--- config.mk ---
export PLATFORM = sky130hd
export DESIGN_NAME = reg_xfer_arb
export DESIGN_NICKNAME = d
export VERILOG_FILES = /design/src/rtl/reg_xfer_pkg.sv /design/src/rtl/reg_xfer_arb_rr_arb.sv /design/src/rtl/reg_xfer_arb.sv
export SDC_FILE = /design/constraint.sdc
export NUM_CORES = 1
export LEC_CHECK = 0
export CAP_MARGIN = 20
export CORE_MARGIN = 8
export CORE_UTILIZATION = 35
export DETAILED_ROUTE_END_ITERATION = 10
export PLACE_DENSITY = 0.6
export SLEW_MARGIN = 20
export SYNTH_ARGS = -nofsm -noshare
export SYNTH_HDL_FRONTEND = slang
export SYNTH_SLANG_ARGS = --single-unit
--- constraint.sdc ---
create_clock -name clk -period 4.2 [get_ports clk]
set_input_delay 0.84 -clock clk [delete_from_list [all_inputs] [get_ports clk]]
set_output_delay 0.84 -clock clk [all_outputs]
set_load 0.03 [all_outputs]
--- src/rtl/reg_xfer_pkg.sv ---
// Shared helpers for the register-transfer arbiter: channel index width
// derivation and round-robin pointer advance.
package reg_xfer_pkg;

    function automatic int calc_cw(input int n);
        return (n > 32'sd2) ? $clog2(n) : 32'sd1;
    endfunction

    function automatic int next_ptr(input int k, input int n);
        return (k >= n - 32'sd1) ? 32'sd0 : k + 32'sd1;
    endfunction

endpackage

--- src/rtl/reg_xfer_arb_rr_arb.sv ---
// Round-robin channel selector: combinational pick starting at a registered
// priority pointer that moves past each granted channel.
module rr_arb
    import reg_xfer_pkg::*;
#(
    parameter  int NCH = 4,
    localparam int CW  = calc_cw(NCH)
) (
    input  logic           clk,
    input  logic           rst,
    input  logic [NCH-1:0] req,
    output logic [CW-1:0]  ptr,
    input  logic           adv,
    output logic           gnt_vld,
    output logic [CW-1:0]  gnt_idx
);

    logic [CW-1:0] ptr_r;
    logic [CW-1:0] cand_s;

    // Scan downward so the requester closest to the pointer is written last and wins.
    always_comb begin
        gnt_vld = 1'b0;
        gnt_idx = {CW{1'b0}};
        cand_s  = {CW{1'b0}};
        for (int off = NCH - 1; off >= 0; off--) begin
            cand_s  = CW'((int'(ptr_r) + off) % NCH);
            gnt_vld = gnt_vld | req[cand_s];
            gnt_idx = req[cand_s] ? cand_s : gnt_idx;
        end
    end

    // Priority pointer register.
    always_ff @(posedge clk) begin
        if (rst) begin
            ptr_r <= {CW{1'b0}};
        end else if (adv && gnt_vld) begin
            ptr_r <= CW'(next_ptr(int'(gnt_idx), NCH));
        end else begin
            ptr_r <= ptr_r;
        end
    end

    assign ptr = ptr_r;

endmodule

--- src/rtl/reg_xfer_arb.sv ---
// Per-channel shadow registers drained one word per cycle through a
// round-robin arbiter. Optional sticky overrun flags: REG_XFER_OVF_EN.
module reg_xfer_arb
    import reg_xfer_pkg::*;
#(
    parameter  int WIDTH = 32,
    parameter  int NCH   = 4,
    localparam int CW    = calc_cw(NCH)
) (
    input  logic                 clk,
    input  logic                 rst,
    input  logic [NCH-1:0]       in_strobe,
    input  logic [NCH*WIDTH-1:0] in_reg,
    output logic                 out_valid,
    input  logic                 out_ready,
    output logic [WIDTH-1:0]     out_reg,
    output logic [CW-1:0]        out_chan,
    output logic [NCH-1:0]       pending,
    output logic [NCH-1:0]       ovf,
    input  logic [NCH-1:0]       ovf_clr
);

    logic [WIDTH-1:0] shadow_r [NCH];
    logic [NCH-1:0]   pending_r;
    logic [NCH-1:0]   pending_nxt_s;
    logic [NCH-1:0]   gnt_onehot_s;
    logic [NCH-1:0]   ovf_set_s;
    logic             out_valid_r;
    logic [WIDTH-1:0] out_reg_r;
    logic [CW-1:0]    out_chan_r;
    logic             free_s;
    logic             grant_s;
    logic             gnt_vld_s;
    logic [CW-1:0]    gnt_idx_s;
    logic [CW-1:0]    unused_rr_ptr_s;

    assign free_s  = ~out_valid_r | out_ready;
    assign grant_s = free_s & gnt_vld_s;

    rr_arb #(.NCH(NCH)) u_rr_arb (
        .clk     (clk),
        .rst     (rst),
        .req     (pending_r),
        .ptr     (unused_rr_ptr_s),
        .adv     (grant_s),
        .gnt_vld (gnt_vld_s),
        .gnt_idx (gnt_idx_s)
    );

    // A strobe landing on the granted channel reloads it without counting as an overrun.
    always_comb begin
        gnt_onehot_s  = {NCH{1'b0}};
        pending_nxt_s = pending_r;
        ovf_set_s     = {NCH{1'b0}};
        for (int i = 0; i < NCH; i++) begin
            gnt_onehot_s[i]  = grant_s & (gnt_idx_s == CW'(i));
            pending_nxt_s[i] = in_strobe[i] | (pending_r[i] & ~gnt_onehot_s[i]);
            ovf_set_s[i]     = in_strobe[i] & pending_r[i] & ~gnt_onehot_s[i];
        end
    end

    // Shadow capture; contents are don't-care until pending is set.
    always_ff @(posedge clk) begin
        for (int i = 0; i < NCH; i++) begin
            if (!rst && in_strobe[i]) begin
                shadow_r[i] <= in_reg[i*WIDTH +: WIDTH];
            end else begin
                shadow_r[i] <= shadow_r[i];
            end
        end
    end

    // Pending flags.
    always_ff @(posedge clk) begin
        if (rst) begin
            pending_r <= {NCH{1'b0}};
        end else begin
            pending_r <= pending_nxt_s;
        end
    end

    // Output stage: load on grant, drop valid only on acceptance without a new grant.
    always_ff @(posedge clk) begin
        if (rst) begin
            out_valid_r <= 1'b0;
            out_reg_r   <= {WIDTH{1'b0}};
            out_chan_r  <= {CW{1'b0}};
        end else if (grant_s) begin
            out_valid_r <= 1'b1;
            out_reg_r   <= shadow_r[gnt_idx_s];
            out_chan_r  <= gnt_idx_s;
        end else if (out_ready) begin
            out_valid_r <= 1'b0;
            out_reg_r   <= out_reg_r;
            out_chan_r  <= out_chan_r;
        end else begin
            out_valid_r <= out_valid_r;
            out_reg_r   <= out_reg_r;
            out_chan_r  <= out_chan_r;
        end
    end

`ifdef REG_XFER_OVF_EN
    logic [NCH-1:0] ovf_r;

    // Sticky overrun flags; a new overrun beats a same-cycle clear.
    always_ff @(posedge clk) begin
        if (rst) begin
            ovf_r <= {NCH{1'b0}};
        end else begin
            ovf_r <= ovf_set_s | (ovf_r & ~ovf_clr);
        end
    end

    assign ovf = ovf_r;
`else
    logic unused_ovf_s;
    assign unused_ovf_s = ^{ovf_clr, ovf_set_s};
    assign ovf          = {NCH{1'b0}};
`endif

    assign out_valid = out_valid_r;
    assign out_reg   = out_reg_r;
    assign out_chan  = out_chan_r;
    assign pending   = pending_r;

endmodule

==> metrics <==
status=complete, no violations; Port Buffers=173; fmax=388.7 MHz; HP Start=out_chan[1]; Final Instance Count excl. Fillers=860; Yosys reg bits=169; net count reported at finish=757; hold_buf cts=0; drt drc=0; Worst Skew=0.01472 ns; setup TNS=0 ns; initial DRC count=241; total wire length=17450 um; number of fill cells=1521; area of the multi-input gates=1632 sq um; top cell type's share of synthesized area=0.5993; die height=151.4 um; via count=4267; Core Region=17960 sq um; worst endpoint required time=4.32 ns; grt total ovfl=0; final hold violation count=0; Net Sw Power=1.247 mW; reg2reg end=out_reg[9]; Top FF cell, synth=edfxtp_1; number of flops mapped to enable cells by yosys=128; RSZ-0062 raised after global routing=no; Post-synth ARST share=0; critical path arrival=2.70 ns; Slew headroom=0.3017; Routed Antenna Nets=0; largest cells by area after synthesis=edfxtp_1, dfxtp_1, mux2i_1; number of diodes=0; Clk pwr share=0.338; CTS clk-pin slew, worst paths=0.06 ns; cell row count=49; synthesized area per cell=14.45 sq um; Synth Warn #=0; post-CTS setup buffer count=0; Worst Hold Path Cells=2; vias in the first global route=4637; leakage power=3.093 nW; startpoint types=input pin; Internal Power=3.200 mW; first-pass GRT wire length=26210 um; clock root cell=clkbuf_16; VDD IR max=0.0003132 V; reg2reg start=pending[0]; hpwl dp=11820 um; top post-synthesis cells by count=edfxtp_1, dfxtp_1, nand2_1; Total GRT Usage=0.1533; Crit Path Max Fanout=18; area grow syn2layout=40.13%; Mapped Cells=444; Worst Tran Pin Value=1.042 ns; vias per cell=4.962; die area=22910 sq um; clk buf depth=2; CP endpoint kind=register; max-cap violations=0; Synth area leader=edfxtp_1; routability congestion estimate=0.7458; Hold WC Path Type=reg -> reg; post-layout util=0.5003; CTS tree=done; WS Path Type=in -> reg; Resized cells post-CTS=0; layout cell share with drive strength beyond 1=0.08082; initial antenna violation count=0; reg2reg path depth=5; Comb pwr share=0.202; worst hold endpoint=out_chan[1]; Final Cycle Share=0.6125; most instantiated library cell after synthesis=edfxtp_1; Num CTS Buffers=17; Post-Syn Area=6414 sq um; Routed wire per std cell=20.29 um; clock latency on the worst-skew pair=0.43 ns; largest net degree at the start of global routing=38; min Tclk post-route=2.573 ns; initial core utilization=0.3570; clock tree sinks=169; IO Pins=182; Die W=151.4 um; Slew Limit Fails=0; sequential fraction of the synthesis area=0.7273; DP Cell Count=828; Flop pwr share=0.460; Distinct cells, synth=32; setup violators final=0; DR pass1 iterations=4; pwr/cell area=494.7 nW/um^2; H-Tree Level Count=4; register area=4664 sq um; switching part of the total=0.2804; Worst R2R Setup Slack=1.81 ns; max reg flops=128
layout by cell type, fill, tap and decap left out, types with 2 or more instances in the layout:
cell type | netlist | routed
nand3_1 | 32 | 32
nand2_1 | 40 | 40
dfxtp_1 | 41 | 41
a211oi_1 | 3 | 3
o21ai_0 | 32 | 32
buf_12 | 0 | 2
nor2_1 | 10 | 6
conb_1 | 1 | 4
clkinvlp_4 | 0 | 2
o31ai_1 | 2 | 2
o211ai_1 | 32 | 32
clkbuf_16 | 0 | 17
nor2_4 | 0 | 4
clkbuf_1 | 10 | 2
a21o_1 | 33 | 33
clkdlybuf4s50_1 | 0 | 173
inv_1 | 7 | 7
mux2i_1 | 33 | 33
edfxtp_1 | 128 | 128
clkinv_2 | 0 | 3
inv_6 | 0 | 4
a21oi_1 | 6 | 6
buf_4 | 4 | 6
nor2b_4 | 1 | 2
worst max-delay path by stage:
stage | from | end
floorplan | rst | shadow_r[0][0]
global placement | rst | shadow_r[3][29]
finish | rst | shadow_r[3][19]
detailed placement | rst | shadow_r[3][29]
CTS | pending[1] | pending[1]
global route | out_ready | out_reg[5]
worst max-delay path, cell delays in order:
cell             delay (ns)
clkdlybuf4s50_1        0.85
nor2_4                 0.75
buf_12                 0.24
cell type report:
class,instances,area share
well taps,229,0.03188
clock buffers,20,0.04970
multi-input cells,242,0.1815
inverters,7,0.002924
clock inverters,12,0.01281
flip-flops and latches,169,0.5190
repair buffers,181,0.2021
per-stage QoR:
stage	total power, mW	hold slack, ns	setup WS, ns	area (sq um)
floorplan	2.576	0.5208	1.367	6425
global placement	2.974	0.4512	1.237	8426
detailed placement	2.991	0.4616	1.175	8426
CTS	4.502	0.4726	1.609	8987
global route	4.639	0.4804	1.460	8987
finish	4.446	0.4735	1.627	8987
power groups by stage:
stage / Combinational (mW) / Clock [mW] / Sequential, mW
global route: 0.965 / 1.61 / 2.06
CTS: 0.915 / 1.54 / 2.04
global placement: 0.900 / 0 / 2.07
floorplan: 0.372 / 0 / 2.20
finish: 0.900 / 1.50 / 2.04
detailed placement: 0.913 / 0 / 2.08
kinds of logic after synthesis:
logic type | Yosys count | synth area share
DFF | 169 | 0.7273
AOI/OAI and AO/OA | 116 | 0.1250
and+or+nand+nor | 88 | 0.06496
buffers and inverters | 36 | 0.02926
muxes | 33 | 0.05150
xor gates and xnor gates | 1 | 0.001366
other | 1 | 0.0005847
metal layers:
| layer | vias to the layer above | wire [um] | global-route usage |
|---|---|---|---|
| met1 | 2072 | 7304 | 0.1867 |
| met2 | 163 | 8808 | 0.2564 |
| met5 | - | 0 | 0 |
| met3 | 8 | 1247 | 0.05019 |
| li1 | 2024 | - | - |
| met4 | 0 | 87 | 0.04008 |
Power figures use the tool's default switching activity.
